File: config.mk
export PLATFORM = sky130hd
export DESIGN_NAME = if_prefetch_unit
export DESIGN_NICKNAME = d
export VERILOG_FILES = /design/src/rtl/if_prefetch_unit.sv
export SDC_FILE = /design/constraint.sdc
export NUM_CORES = 1
export LEC_CHECK = 0
export ABC_AREA = 1
export BUFFER_PORTS_ARGS = -buffer_cell sky130_fd_sc_hd__buf_2
export CAP_MARGIN = 20
export CORE_MARGIN = 4
export CORE_UTILIZATION = 35
export CTS_BUF_LIST = sky130_fd_sc_hd__clkbuf_4
export DETAILED_ROUTE_END_ITERATION = 16
export PLACE_DENSITY = 0.59
export SLEW_MARGIN = 0
export SYNTH_ARGS = -nofsm -noshare
export SYNTH_HDL_FRONTEND = slang
export SYNTH_SLANG_ARGS = --single-unit
File: constraint.sdc
create_clock -name clk -period 4.1 [get_ports clk]
set_input_delay 0.41 -clock clk [delete_from_list [all_inputs] [get_ports clk]]
set_output_delay 0.41 -clock clk [all_outputs]
set_load 0.01 [all_outputs]
File: src/rtl/if_prefetch_unit.sv
// Instruction-fetch stage: a single-outstanding request port to instruction memory,
// a FIFO_DEPTH-entry prefetch buffer towards decode, and EX redirect/flush handling.
module if_prefetch_unit #(
  parameter int              XLEN       = 32,
  parameter logic [XLEN-1:0] RESET_PC   = '0,
  parameter int              FIFO_DEPTH = 4
) (
  input  logic            clk,
  input  logic            rst,
  input  logic            redirect_valid,
  input  logic            redirect_jalr,
  input  logic [XLEN-1:0] redirect_pc,
  output logic            cs_i_n,
  output logic [XLEN-1:0] i_addr,
  input  logic            i_ready,
  input  logic            i_rvalid,
  input  logic [XLEN-1:0] instr_read,
  output logic            instr_valid,
  input  logic            instr_ready,
  output logic [XLEN-1:0] instrCode,
  output logic [XLEN-1:0] PC_IF,
  output logic [XLEN-1:0] PC_4_IF,
  output logic            fetch_misaligned
);
  localparam int            PW   = $clog2(FIFO_DEPTH);
  localparam int            CW   = PW + 1;
  localparam logic [CW-1:0] FULL = CW'(FIFO_DEPTH);

  logic [XLEN-1:0] fpc_q, req_pc_q;
  logic            outstanding_q, drop_q, halt_q, misaligned_q;
  logic [PW-1:0]   rd_ptr_q, wr_ptr_q;
  logic [CW-1:0]   count_q;
  logic [XLEN-1:0] fifo_pc_q    [FIFO_DEPTH];
  logic [XLEN-1:0] fifo_instr_q [FIFO_DEPTH];

  logic [XLEN-1:0] target;
  logic            req_en, accept, resp, push, pop;

  always_comb begin
    // NOTE: every always_comb output gets a default first so no path can infer a latch.
    target = redirect_pc;
    if (redirect_jalr) target[0] = 1'b0;
  end

  assign req_en = rst & ~outstanding_q & ~halt_q & ~redirect_valid & (count_q < FULL);
  assign accept = req_en & i_ready;
  assign resp   = i_rvalid & outstanding_q;
  assign push   = resp & ~drop_q & ~redirect_valid;
  assign pop    = instr_valid & instr_ready;

  assign cs_i_n           = ~req_en;
  assign i_addr           = fpc_q;
  assign instr_valid      = (count_q != '0);
  assign instrCode        = instr_valid ? fifo_instr_q[rd_ptr_q] : '0;
  assign PC_IF            = instr_valid ? fifo_pc_q[rd_ptr_q] : '0;
  assign PC_4_IF          = instr_valid ? fifo_pc_q[rd_ptr_q] + XLEN'(4) : '0;
  assign fetch_misaligned = misaligned_q;

  always_ff @(posedge clk or negedge rst) begin
    // NOTE: sequential state uses non-blocking assignments only, so all registers update together.
    if (!rst) begin
      fpc_q         <= RESET_PC;
      req_pc_q      <= '0;
      outstanding_q <= 1'b0;
      drop_q        <= 1'b0;
      halt_q        <= 1'b0;
      misaligned_q  <= 1'b0;
      rd_ptr_q      <= '0;
      wr_ptr_q      <= '0;
      count_q       <= '0;
    end else begin
      misaligned_q <= redirect_valid & target[1];
      if (resp) begin
        outstanding_q <= 1'b0;
      end else if (accept) begin
        outstanding_q <= 1'b1;
        req_pc_q      <= fpc_q;
        fpc_q         <= fpc_q + XLEN'(4);
      end
      if (redirect_valid) begin
        // A response still in flight belongs to the old path and must be thrown away.
        fpc_q    <= target;
        halt_q   <= target[1];
        drop_q   <= outstanding_q & ~i_rvalid;
        rd_ptr_q <= '0;
        wr_ptr_q <= '0;
        count_q  <= '0;
      end else begin
        if (resp) drop_q <= 1'b0;
        if (push) wr_ptr_q <= wr_ptr_q + 1'b1;
        if (pop)  rd_ptr_q <= rd_ptr_q + 1'b1;
        case ({push, pop})
          2'b10:   count_q <= count_q + CW'(1);
          2'b01:   count_q <= count_q - CW'(1);
          default: ;
        endcase
      end
    end
  end

  // NOTE: the buffer storage is not reset; emptiness is tracked by count_q and outputs mask to zero.
  always_ff @(posedge clk) begin
    if (push) begin
      fifo_pc_q[wr_ptr_q]    <= req_pc_q;
      fifo_instr_q[wr_ptr_q] <= instr_read;
    end
  end

endmodule

==> impl_metrics.env <==
export IMPL_outcome="completed"
export IMPL_syn_nets=1720
export IMPL_finalHoldViolCount=0
export IMPL_wl_um=43940
export IMPL_area_growth_synth_to_final_pct=22.37
export IMPL_reg2reg_depth=10
export IMPL_syn_avg_cell_area_sq_um=9.383
export IMPL_placeableCoreArea_sq_um=43270
export IMPL_fin_worst_skew_ns=0.05077
export IMPL_clk_slew_on_worst_s_h_paths_ns=0.07
export IMPL_max_slew_margin_rel_pct=40.95
export IMPL_dr_total_vias=12480
export IMPL_final_net_count=2025
export IMPL_ys_warn_count=0
export IMPL_die_x_um=217.8
export IMPL_setup_worst_path_end="PC_4_IF[12]"
export IMPL_yosysSeqAreaShare_pct=62.08
export IMPL_drt_wl_cell_um=16.91
export IMPL_cts_sink_count=331
export IMPL_pin_count_of_the_biggest_net_entering_global_routing=137
export IMPL_vdd_ir_drop_max_uv=274.9
export IMPL_rsz_0062_raised_after_global_routing="false"
export IMPL_achievable_frequency_mhz=260.1
export IMPL_cts_post_setup_buffers_inserted=0
export IMPL_power_density_nw_per_um2=566.9
export IMPL_cp_arrival_ns=3.43
export IMPL_tritoncts_num_buffers=88
export IMPL_grt_pass1_vias=12410
export IMPL_required_time_of_the_critical_path_ns=3.69
export IMPL_start_kind="register"
export IMPL_fp_dieH_um=217.8
export IMPL_cts_max_path_buffers=3
export IMPL_initial_standard_cell_utilization_of_the_core_pct=35.61
export IMPL_drtPass1Iterations=5
export IMPL_rd_place_congestion=0.9454
export IMPL_synth_lib_cells_used_distinct=34
export IMPL_clock_root_buffer="sky130_fd_sc_hd__clkbuf_4"
export IMPL_num_io_pins=202
export IMPL_tritoncts="done"
export IMPL_critical_path_depth=11
export IMPL_fin_crit_ns=3.844
export IMPL_drtAntennaViolNets=0
export IMPL_capturing_element_type_of_the_critical_path="primary output"
export IMPL_crit_path_max_incr_delay_ns=0.61
export IMPL_globalRouteTotalUtil_pct=18.40
export IMPL_drive_gt1_share_pct=20.07
export IMPL_critPathSlowestCell="sky130_fd_sc_hd__dfrtp_2"
export IMPL_crit_path_start="rd_ptr_q[1]"
export IMPL_cp_max_fo=47
export IMPL_post_synth_inst_count=1642
export IMPL_worstPathCellList="buf_6 -> nand2_1 -> nand2_1 -> ha_1 -> nand3_2 -> nor2_2 -> nand2_2 -> nor2_2 -> nor2_1 -> a21oi_1 -> buf_2"
export IMPL_final_period_utilization_pct=93.76
export IMPL_critical_path_top_delay_family="simple AND/OR/NAND/NOR gates"
export IMPL_timing_worst_slew_pin_value_ns=0.8858
export IMPL_worstSkewPairLatency_ns=0.75
export IMPL_detail_route_drc_violations=0
export IMPL_p_leak_nw=8.050
export IMPL_holdCritPathClass="input port to register"
export IMPL_layoutNonFillerInstCount=2599
export IMPL_routed_via_density=4.801
export IMPL_reg2reg_slack_ns=1.13
export IMPL_setup_total_negative_slack_ns=0
export IMPL_regToRegStartpoint="count_q[1]"
export IMPL_grt_overflow_total=0
export IMPL_r2r_end="count_q[2]"
export IMPL_yosys_register_bits=331
export IMPL_worst_setup_path_type="register to primary output"
export IMPL_fp_row_count=76
export IMPL_setup_viol=0
export IMPL_dp_hpwl_um=28390
export IMPL_placement_io_buffers=201
export IMPL_synthesis_area_sq_um=15410
export IMPL_count_of_routing_violations_after_the_opening_detailed_route_iteration=842
export IMPL_grt_first_pass_wirelength_um=68420
export IMPL_worstPathBufferInverterCount=2
export IMPL_maxSlewViolCount=0
export IMPL_die_area_sq_um=47440
export IMPL_maxCapViolCount=0
export IMPL_antenna_found_initial=1
export IMPL_cts_max_level=3
export IMPL_placed_cells_incl_taps=2374
[timing repair]
item	in CTS	in global routing
endpoints found under the hold margin	200	0
endpoints found under the setup margin	0	6
hold buffers	67	0
gates resized for setup	0	5
[tightest hold or removal path, stage by stage]
cell and delay (ns):
sky130_fd_sc_hd__buf_2 0.10, sky130_fd_sc_hd__inv_1 0.08, sky130_fd_sc_hd__nor2_1 0.08, sky130_fd_sc_hd__nand2_1 0.09
sky130_fd_sc_hd__a21oi_1 0.07
[power by group]
| group | switching, mW | total [mW] | internal [mW] |
|---|---|---|---|
| Clock | 1.32 | 2.86 | 1.55 |
| Sequential | 0.360 | 4.42 | 4.06 |
| Combinational | 2.31 | 3.41 | 1.10 |
| Total | 3.98 | 10.7 | 6.71 |
[through the flow]
stage / setup WS (ns) / utilization, % / power [mW] / hold WS [ns] / area [sq um]
after floorplan: 0.04509 / - / 6.399 / 0.1144 / 15410
after global placement: 0.9918 / 39.32 / 7.800 / 0.4606 / 17010
after detailed placement: 0.9699 / 39.32 / 7.832 / 0.4611 / 17010
after CTS: 0.09801 / 43.47 / 10.81 / 0.03552 / 18810
after global routing: 0.007609 / 43.58 / 11.40 / 0.08719 / 18850
final: 0.2558 / 43.58 / 10.69 / 0.1375 / 18850
[layout by cell type, fill, tap and decap left out, drive strengths merged]
master	count
edfxtp	256
clkinv	18
a32oi	1
o211ai	10
buf	223
fa	1
diode	1
a21o	1
a21oi	56
nand2	496
clkinvlp	2
nor4	1
dlygate4sd3	67
o21bai	9
nor2	288
xor2	26
nand3	87
bufinv	1
o21ai	128
o221ai	5
clkbuf	135
a22oi	1
inv	98
nor3	13
nand4	6
xnor2	3
dfrtp	75
ha	6
[state kept, by name, summed over array words and instances, names as in the netlist]
signal	count
fifo_instr_q	128
fifo_pc_q	128
i_addr	32
req_pc_q	32
count_q	3
rd_ptr_q	2
wr_ptr_q	2
drop_q	1
fetch_misaligned	1
halt_q	1
outstanding_q	1
[worst min-delay path by stage]
stage	start	endpoint	slack, ns	cells past startpoint
final	instr_ready	rd_ptr_q[1]	0.14	5
after global placement	halt_q	halt_q	0.46	2
after detailed placement	halt_q	halt_q	0.46	2
after global routing	instr_ready	rd_ptr_q[0]	0.09	5
after floorplan	rst	count_q[0]	0.11	0
after CTS	instr_ready	rd_ptr_q[0]	0.04	5
[cells by family (layout without fill, tap and decap cells)]
family                     after synthesis  in the layout  synth area share (%)
and+or+nand+nor                        891            891                 23.28
DFF                                    331            331                 62.08
AOI/OAI and AO/OA                      211            211                 7.341
buffers and inverters                  173            544                 5.035
xor gates and xnor gates                29             29                 1.649
adders and majority gates                7              7                0.6172
other                                    0              1                     0
[area by class of cell]
type	instances	area (sq um)
Inverter	97	371.6
Clock inverter	22	118.9
Multi-Input combinational cell	1138	5107
Fill cell	4230	24410
Antenna cell	1	2.502
Timing Repair Buffer	291	1947
Clock buffer	134	1006
Sequential cell	331	9569
Tap cell	585	732.0
[synthesized netlist by cell type (all sizes together)]
library cell | number | area (sq um)
a21o | 1 | 7.510
a21oi | 56 | 280.3
a22oi | 1 | 7.510
a32oi | 1 | 8.760
buf | 44 | 289.0
clkbuf | 32 | 120.1
clkinv | 1 | 3.750
dfrtp | 75 | 1877
edfxtp | 256 | 7687
fa | 1 | 20.02
ha | 6 | 75.07
inv | 96 | 362.8
nand2 | 496 | 1894
nand3 | 87 | 445.4
nand4 | 6 | 37.54
nor2 | 288 | 1139
nor3 | 13 | 65.06
nor4 | 1 | 6.260
o211ai | 10 | 75.07
o21ai | 128 | 640.6
o21bai | 9 | 67.56
o221ai | 5 | 43.79
xnor2 | 3 | 26.28
xor2 | 26 | 227.7
[routing by layer]
| metal | wire length [um] | share of wire [%] | global-route usage [%] | vias to the layer above |
|---|---|---|---|---|
| li1 | - | - | - | 6120 |
| met1 | 20040 | 46 | 25.33 | 5858 |
| met2 | 20140 | 46 | 28.51 | 395 |
| met3 | 2227 | 5.1 | 3.455 | 105 |
| met4 | 1529 | 3.5 | 8.089 | 0 |
| met5 | 0 | 0 | 0 | - |
No activity file was read; power rests on OpenSTA's default activity.
